`src/rtl/axi_slave_rd_responder_pkg.sv`:
```
// Shared definitions for the AXI read-channel responder.
// Contents: AXI burst/response encodings, responder FSM state type and the
// width of one queued AR request entry ({id, len, err}).
package axi_slave_rd_responder_pkg;

   localparam logic [1:0] AXI_BURST_INCR  = 2'b01;
   localparam logic [1:0] AXI_RESP_OKAY   = 2'b00;
   localparam logic [1:0] AXI_RESP_SLVERR = 2'b10;

   typedef enum logic {
      ST_IDLE  = 1'b0,
      ST_BURST = 1'b1
   } rd_state_t;

   // One queued request: ID, 8-bit arlen and the address/burst error flag.
   function automatic int fifo_entry_w(input int id_w);
      return id_w + 8 + 1;
   endfunction

endpackage

```
`src/rtl/axi_slave_rd_responder_fifo.sv`:
```
// rd_req_fifo: synchronous FIFO of depth 2**AW holding AR requests.
// Ports:
//   clk, rst          clock, async active-high reset (pointers/count only)
//   i_push, i_data    write strobe and entry; ignored when full
//   i_pop             read strobe; ignored when empty
//   o_data            head entry, valid while o_empty is low
//   o_full, o_empty   occupancy flags
module rd_req_fifo #(
   parameter int W  = 11,
   parameter int AW = 2
) (
   input  logic         clk,
   input  logic         rst,
   input  logic         i_push,
   input  logic [W-1:0] i_data,
   input  logic         i_pop,
   output logic [W-1:0] o_data,
   output logic         o_full,
   output logic         o_empty
);

   localparam int DEPTH = 1 << AW;

   logic [W-1:0]  r_mem [DEPTH];
   logic [AW-1:0] r_wptr;
   logic [AW-1:0] r_rptr;
   logic [AW:0]   r_count;
   logic          w_push;
   logic          w_pop;

   assign o_full  = (r_count == (AW+1)'(DEPTH));
   assign o_empty = (r_count == '0);
   assign w_push  = i_push & ~o_full;
   assign w_pop   = i_pop & ~o_empty;
   assign o_data  = r_mem[r_rptr];

   always_ff @(posedge clk) begin
      if (w_push) r_mem[r_wptr] <= i_data;
   end

   always_ff @(posedge clk or posedge rst) begin
      if (rst) begin
         r_wptr  <= '0;
         r_rptr  <= '0;
         r_count <= '0;
      end else begin
         if (w_push) r_wptr <= r_wptr + 1'b1;
         if (w_pop)  r_rptr <= r_rptr + 1'b1;
         case ({w_push, w_pop})
            2'b10:   r_count <= r_count + 1'b1;
            2'b01:   r_count <= r_count - 1'b1;
            default: r_count <= r_count;
         endcase
      end
   end

endmodule

```
`src/rtl/axi_slave_rd_responder.sv`:
```
// axi_slave_rd_responder: in-order AXI4 read slave returning an incrementing
// 32-bit pattern replicated across every lane of rdata.
// Ports:
//   clk, rst            clock, async active-high reset
//   s_axi_ar*           AR channel (aruser accepted and ignored)
//   s_axi_r*            R channel
//   i_init_data         pattern seed; each lane = seed + beats delivered
//   i_addr_base/limit   inclusive legal byte range; violations get SLVERR
//   i_clear             pulse: zero counters and restart the pattern
//   o_burst_count       completed bursts, o_beat_count completed beats
//   o_err_count         SLVERR bursts, saturating
module axi_slave_rd_responder
   import axi_slave_rd_responder_pkg::*;
#(
   parameter int ID_WIDTH     = 2,
   parameter int ADDR_WIDTH   = 64,
   parameter int DATA_WIDTH   = 512,
   parameter int ARUSER_WIDTH = 8,
   parameter int FIFO_AW      = 2
) (
   input  logic                    clk,
   input  logic                    rst,
   input  logic [ID_WIDTH-1:0]     s_axi_arid,
   input  logic [ADDR_WIDTH-1:0]   s_axi_araddr,
   input  logic [7:0]              s_axi_arlen,
   input  logic [2:0]              s_axi_arsize,
   input  logic [1:0]              s_axi_arburst,
   input  logic [ARUSER_WIDTH-1:0] s_axi_aruser,
   input  logic                    s_axi_arvalid,
   output logic                    s_axi_arready,
   output logic [ID_WIDTH-1:0]     s_axi_rid,
   output logic [DATA_WIDTH-1:0]   s_axi_rdata,
   output logic [1:0]              s_axi_rresp,
   output logic                    s_axi_rlast,
   output logic                    s_axi_rvalid,
   input  logic                    s_axi_rready,
   input  logic [31:0]             i_init_data,
   input  logic [63:0]             i_addr_base,
   input  logic [63:0]             i_addr_limit,
   input  logic                    i_clear,
   output logic [31:0]             o_burst_count,
   output logic [39:0]             o_beat_count,
   output logic [15:0]             o_err_count
);

   localparam int ENTRY_W = fifo_entry_w(ID_WIDTH);
   localparam int LANES   = DATA_WIDTH / 32;

   function automatic logic [15:0] sat_inc16(input logic [15:0] v);
      return (v == 16'hFFFF) ? v : v + 16'd1;
   endfunction

   rd_state_t             r_state;
   logic [ID_WIDTH-1:0]   r_rid;
   logic [DATA_WIDTH-1:0] r_rdata;
   logic [1:0]            r_rresp;
   logic                  r_rlast;
   logic                  r_rvalid;
   logic [7:0]            r_len;
   logic [7:0]            r_beat;
   logic                  r_err;
   logic [31:0]           r_pat_cnt;
   logic [31:0]           r_burst_cnt;
   logic [39:0]           r_beat_cnt;
   logic [15:0]           r_err_cnt;

   logic [ADDR_WIDTH:0]   w_addr_ext;
   logic [ADDR_WIDTH:0]   w_bytes;
   logic [ADDR_WIDTH:0]   w_end;
   logic [ADDR_WIDTH:0]   w_base_ext;
   logic [ADDR_WIDTH:0]   w_limit_ext;
   logic                  w_ar_err;
   logic                  w_push;
   logic                  w_pop;
   logic                  w_full;
   logic                  w_empty;
   logic [ENTRY_W-1:0]    w_head;
   logic [ID_WIDTH-1:0]   w_head_id;
   logic [7:0]            w_head_len;
   logic                  w_head_err;
   logic                  w_beat_hs;
   logic [31:0]           w_pat_next;
   logic                  w_unused;

   assign w_unused = ^s_axi_aruser;

   // Last byte of the burst, one bit wider than the address so a wrap past
   // the top of the address space shows up as a value above any limit.
   assign w_addr_ext  = {1'b0, s_axi_araddr};
   assign w_bytes     = (ADDR_WIDTH+1)'({1'b0, s_axi_arlen} + 9'd1) << s_axi_arsize;
   assign w_end       = w_addr_ext + w_bytes - {{ADDR_WIDTH{1'b0}}, 1'b1};
   assign w_base_ext  = (ADDR_WIDTH+1)'(i_addr_base);
   assign w_limit_ext = (ADDR_WIDTH+1)'(i_addr_limit);
   assign w_ar_err    = (s_axi_arburst != AXI_BURST_INCR) |
                        (w_addr_ext < w_base_ext) | (w_end > w_limit_ext);

   assign s_axi_arready = ~rst & ~w_full;
   assign w_push        = s_axi_arvalid & s_axi_arready;

   assign w_beat_hs = r_rvalid & s_axi_rready;
   // Load the next burst either from idle or directly behind an rlast beat.
   assign w_pop     = ~w_empty & ((r_state == ST_IDLE) | (w_beat_hs & r_rlast));

   // Clear has priority over the beat advancing the pattern.
   assign w_pat_next = i_clear ? 32'd0 : (w_beat_hs ? r_pat_cnt + 32'd1 : r_pat_cnt);

   assign w_head_id  = w_head[ENTRY_W-1 -: ID_WIDTH];
   assign w_head_len = w_head[8:1];
   assign w_head_err = w_head[0];

   rd_req_fifo #(
      .W  (ENTRY_W),
      .AW (FIFO_AW)
   ) u_req_fifo (
      .clk     (clk),
      .rst     (rst),
      .i_push  (w_push),
      .i_data  ({s_axi_arid, s_axi_arlen, w_ar_err}),
      .i_pop   (w_pop),
      .o_data  (w_head),
      .o_full  (w_full),
      .o_empty (w_empty)
   );

   always_ff @(posedge clk or posedge rst) begin
      if (rst) begin
         r_state     <= ST_IDLE;
         r_rid       <= '0;
         r_rdata     <= '0;
         r_rresp     <= AXI_RESP_OKAY;
         r_rlast     <= 1'b0;
         r_rvalid    <= 1'b0;
         r_len       <= '0;
         r_beat      <= '0;
         r_err       <= 1'b0;
         r_pat_cnt   <= '0;
         r_burst_cnt <= '0;
         r_beat_cnt  <= '0;
         r_err_cnt   <= '0;
      end else begin
         r_pat_cnt <= w_pat_next;
         // Data only moves on a beat, a new burst or a clear, so it is
         // stable while the master stalls.
         if (w_pop || w_beat_hs || i_clear)
            r_rdata <= {LANES{i_init_data + w_pat_next}};

         if (w_pop) begin
            r_state  <= ST_BURST;
            r_rid    <= w_head_id;
            r_len    <= w_head_len;
            r_err    <= w_head_err;
            r_rresp  <= w_head_err ? AXI_RESP_SLVERR : AXI_RESP_OKAY;
            r_beat   <= '0;
            r_rlast  <= (w_head_len == 8'd0);
            r_rvalid <= 1'b1;
         end else if (r_state == ST_BURST && w_beat_hs) begin
            if (r_rlast) begin
               r_state  <= ST_IDLE;
               r_rvalid <= 1'b0;
               r_rlast  <= 1'b0;
            end else begin
               r_beat  <= r_beat + 8'd1;
               r_rlast <= ((r_beat + 8'd1) == r_len);
            end
         end

         if (i_clear) begin
            r_burst_cnt <= '0;
            r_beat_cnt  <= '0;
            r_err_cnt   <= '0;
         end else if (w_beat_hs) begin
            r_beat_cnt <= r_beat_cnt + 40'd1;
            if (r_rlast) begin
               r_burst_cnt <= r_burst_cnt + 32'd1;
               if (r_err) r_err_cnt <= sat_inc16(r_err_cnt);
            end
         end
      end
   end

   assign s_axi_rid     = r_rid;
   assign s_axi_rdata   = r_rdata;
   assign s_axi_rresp   = r_rresp;
   assign s_axi_rlast   = r_rlast;
   assign s_axi_rvalid  = r_rvalid;
   assign o_burst_count = r_burst_cnt;
   assign o_beat_count  = r_beat_cnt;
   assign o_err_count   = r_err_cnt;

endmodule

```
`config.mk`:
```
export PLATFORM = sky130hd
export DESIGN_NAME = axi_slave_rd_responder
export DESIGN_NICKNAME = d
export VERILOG_FILES = /design/src/rtl/axi_slave_rd_responder_pkg.sv /design/src/rtl/axi_slave_rd_responder_fifo.sv /design/src/rtl/axi_slave_rd_responder.sv
export SDC_FILE = /design/constraint.sdc
export NUM_CORES = 1
export LEC_CHECK = 0
export ABC_AREA = 1
export BUFFER_PORTS_ARGS = -buffer_cell sky130_fd_sc_hd__clkbuf_2
export CAP_MARGIN = 20
export CORE_AREA = 5 5 334 336
export CTS_CLUSTER_DIAMETER = 30
export DETAILED_ROUTE_END_ITERATION = 10
export DIE_AREA = 0 0 339 341
export PLACE_DENSITY = 0.45
export SKIP_CTS_REPAIR_TIMING = 1
export SYNTH_ARGS = -nofsm -noshare
export SYNTH_HDL_FRONTEND = slang
export SYNTH_HIERARCHICAL = 1
export SYNTH_SLANG_ARGS = --single-unit
export TNS_END_PERCENT = 50
```
`constraint.sdc`:
```
create_clock -name clk -period 7.05 [get_ports clk]
set_input_delay 1.7625 -clock clk [delete_from_list [all_inputs] [get_ports clk]]
set_output_delay 1.7625 -clock clk [all_outputs]
set_load 0.01 [all_outputs]
```
==> impl_metrics.csv <==
group,metric,value,unit
run_status,status,"completed",
yosys,yosysTopAreaCellShare,17.9,%
drt,drt_iter0_markers,1302,
worst_setup_path,cpMaxStageDelayCell,"fa_1",
die,die_area,0.116,mm^2
layout,multiInputGateArea,0.0132,mm^2
worst_setup_path,crit_fanout,4,
drt,avgViaCountPerCell,4.31,
place,preCtsSetupSlack,-0.421,ns
sta,clock.fmax,152,MHz
yosys,synthTopCellsByArea,"dfrtp_1 (18%), buf_4 (14%), ha_1 (12%)",
pwr,ir_drop,0.000155,V
place,gp_congestion,0.947,
layout,final_cell_mix,"clkbuf_2 (849), nand2_1 (655), inv_1 (625)",
yosys,synth_seq_cells,224,
yosys,synth_nets,4136,
worst_hold_path,holdPathEnd,"u_req_fifo/r_count[0]$_DFFE_PP0P_",
worst_setup_path,cp-end-kind,"flop",
drt,drt_wl_total,99.9,mm
worst_setup_path,cp-start-kind,"primary input",
pwr,p_leak,16.3,nW
die,num_rows,121,
clock_network,cts_tree,"built",
clock_network,cts.sinks,224,
global_routing,grt_pass1_vias,23650,
worst_setup_path,path_class,"primary input to flop",
sta,slew_headroom,25.3,%
yosys,ys_types,69,
worst_setup_path,reg2regPathDepth,8,
die,ios,859,
worst_setup_path,r2r_start,"s_axi_rvalid$_DFFE_PP0P_",
clock_network,clockBufferDepth,3,
sta,whs,0.479,ns
die,core_area,0.108,mm^2
place,post_dp_cell_area,0.0284,mm^2
drt,ant_nets,0,
worst_setup_path,path_common_cell,"nand2_1",
die,start_util,23.2,%
sta,layout_setup_ws,0.484,ns
clock_network,cts_root_buf,"clkbuf_16",
global_routing,grt_use_total,16.4,%
drt,vias,24279,
yosys,avgSynthCellArea,6.92,um^2
place,portBuffers,849,
layout,areaGrowthSynthToFinish,22.1,%
yosys,synthFlopType,"dfrtp_1",
global_routing,antenna_found_initial,6,
sta,timing.final.crit_period,6.57,ns
layout,final_common_cell,"clkbuf_2",
sta,rsz0062_at_grt,"no",
sta,tightest_slew,1.12,ns
drt,firstDrtPassIters,5,
sta,slew_viol_final,0,
pwr,power,7.82,mW
clock_network,htree_levels,3,
yosys,synth_edf_count,44,
worst_hold_path,min_delay_path_depth,1,
worst_hold_path,hold_class,"flop to flop",
die,dieWidth,339,um
yosys,ys_async_sr_fraction,80.4,%
pwr,powerDensity,255,mW/mm^2
layout,final_cell_area,0.0307,mm^2
layout,fill_cells,11979,
sta,skew,0.0256,ns
yosys,synth_area,0.0252,mm^2
worst_setup_path,reg2reg_to,"s_axi_rdata[509]$_DFFE_PP0P_",
clock_network,clk-insertion-delay-late,0.60,ns
yosys,syn_inst,3633,
layout,seqCellArea,0.00583,mm^2
sta,period_share,93.1,%
drt,drc,0,
layout,utilization,28.4,%
global_routing,grt_overflow,0,
die,die_h,341,um
job,maxCapViolCount,0,
global_routing,grt_first_pass_wirelength,146,mm
clock_network,cts-buffers-inserted,70,
yosys,ys_seq_area_share,23.2,%
yosys,ys_warn_count,6,
worst_setup_path,required,7.34,ns
worst_hold_path,hold_start,"u_req_fifo/r_count[0]$_DFFE_PP0P_",
worst_setup_path,crit_arrival,6.85,ns
clock_network,clk_pin_slew_worst_paths,0.04,ns
layout,final_nets,4669,
drt,wl_per_cell,17.7,um
worst_setup_path,max_stage_delay,0.50,ns
yosys,yosys.area.top_type,"dfrtp_1",
sta,setup_viol,0,
layout,drive_above_1_share,28.0,%
global_routing,grt_max_degree,124,
place,post-dp-hpwl,85.0,mm
worst_setup_path,reg2reg_setup_slack,2.95,ns
sta,finalHoldViolations,0,
stage by stage:
step / cells / setup TNS (ns)
detailed placement: 5506 / -1.68
global route: 5632 / 0
global placement: 5506 / -1.52
CTS: 5629 / 0
finish: 5635 / 0
floorplan: 3633 / 0
synth_stat cells, drive strengths merged, types with 3 or more instances:
cell type,number
ha,248
o31ai,3
a21boi,6
buf,499
o221ai,3
dfrtp,180
nand3b,4
o21bai,22
nand4,47
o21a,12
nor4,33
edfxtp,44
xor2,53
and3,4
and2,4
a21oi,255
o211ai,29
o22ai,8
inv,634
mux2i,3
nand2,667
nand3,129
clkbuf,18
o21ai,196
nor3b,9
nor2,315
a211oi,14
a31oi,24
a21o,17
or2,10
clkinv,3
nor3,89
xnor2,37
fa,3
flip-flops by register name (all words and copies together), names as in the netlist:
register	cells
u_req_fifo/r_count	3
u_req_fifo/r_wptr	2
s_axi_rvalid	1
r_beat	8
r_pat_cnt	32
o_err_count	16
s_axi_rresp	1
o_beat_count	40
s_axi_rid	2
o_burst_count	32
u_req_fifo/r_mem	44
s_axi_rdata	32
s_axi_rlast	1
u_req_fifo/r_rptr	2
r_len	8
cells by family after synthesis:
| family | Yosys count | synth area share, % |
|---|---|---|
| adders and majority gates | 251 | 12.6 |
| buffers and inverters | 1154 | 24.6 |
| xor gates and xnor gates | 90 | 3.13 |
| muxes | 3 | 0.119 |
| DFF | 224 | 23.2 |
| other | 1 | 0.0149 |
| and+or+nand+nor | 1313 | 22.9 |
| AOI/OAI and AO/OA | 597 | 13.5 |
per-layer routing:
layer	vias up	track usage, %	part of all wire, %
met5	-	0	0.023
met4	4	5.19	2.7
met3	113	3.61	5.7
met2	711	29.5	49
met1	11069	19.5	42
li1	12382	-	-
area by class of cell:
type                            count  share of cell area, %
Clock buffer                      102                   6.75
Sequential cell                   224                   19.0
Clock inverter                     21                  0.725
Antenna cell                        4                 0.0326
Tap cell                         1414                   5.76
Timing Repair Buffer              978                   17.0
Inverter                          637                   7.81
Multi-Input combinational cell   2255                   42.9
report_power, final:
part | switching (mW) | total, mW | internal, mW
sequential | 0.375 | 1.84 | 1.46
clock | 0.907 | 3.00 | 2.09
combinational | 1.82 | 2.99 | 1.16
total | 3.10 | 7.82 | 4.72
worst max-delay path by stage:
| stage | endpoint | slack, ns | start |
|---|---|---|---|
| final | u_req_fifo/r_mem[0][0]$_DFFE_PP_ | 0.48 | s_axi_arlen[0] |
| after global routing | u_req_fifo/r_mem[0][0]$_DFFE_PP_ | 0.008 | s_axi_arlen[0] |
| after CTS | u_req_fifo/r_mem[1][0]$_DFFE_PP_ | 0.21 | s_axi_arlen[0] |
| after detailed placement | u_req_fifo/r_mem[1][0]$_DFFE_PP_ | -0.42 | s_axi_arlen[0] |
| after global placement | u_req_fifo/r_mem[1][0]$_DFFE_PP_ | -0.38 | s_axi_arlen[0] |
| after floorplan | o_beat_count[0]$_DFFE_PP0P_ | 0.60 | rst |
critical path: cells and delay by family:
family,cells,cell delay [ns]
simple gates,15,1.86
fa+ha+maj,4,1.36
buf+inv,5,0.63
xor+xnor,1,0.19
compound gates,6,1.03
No activity file was read; power rests on OpenSTA's default activity.
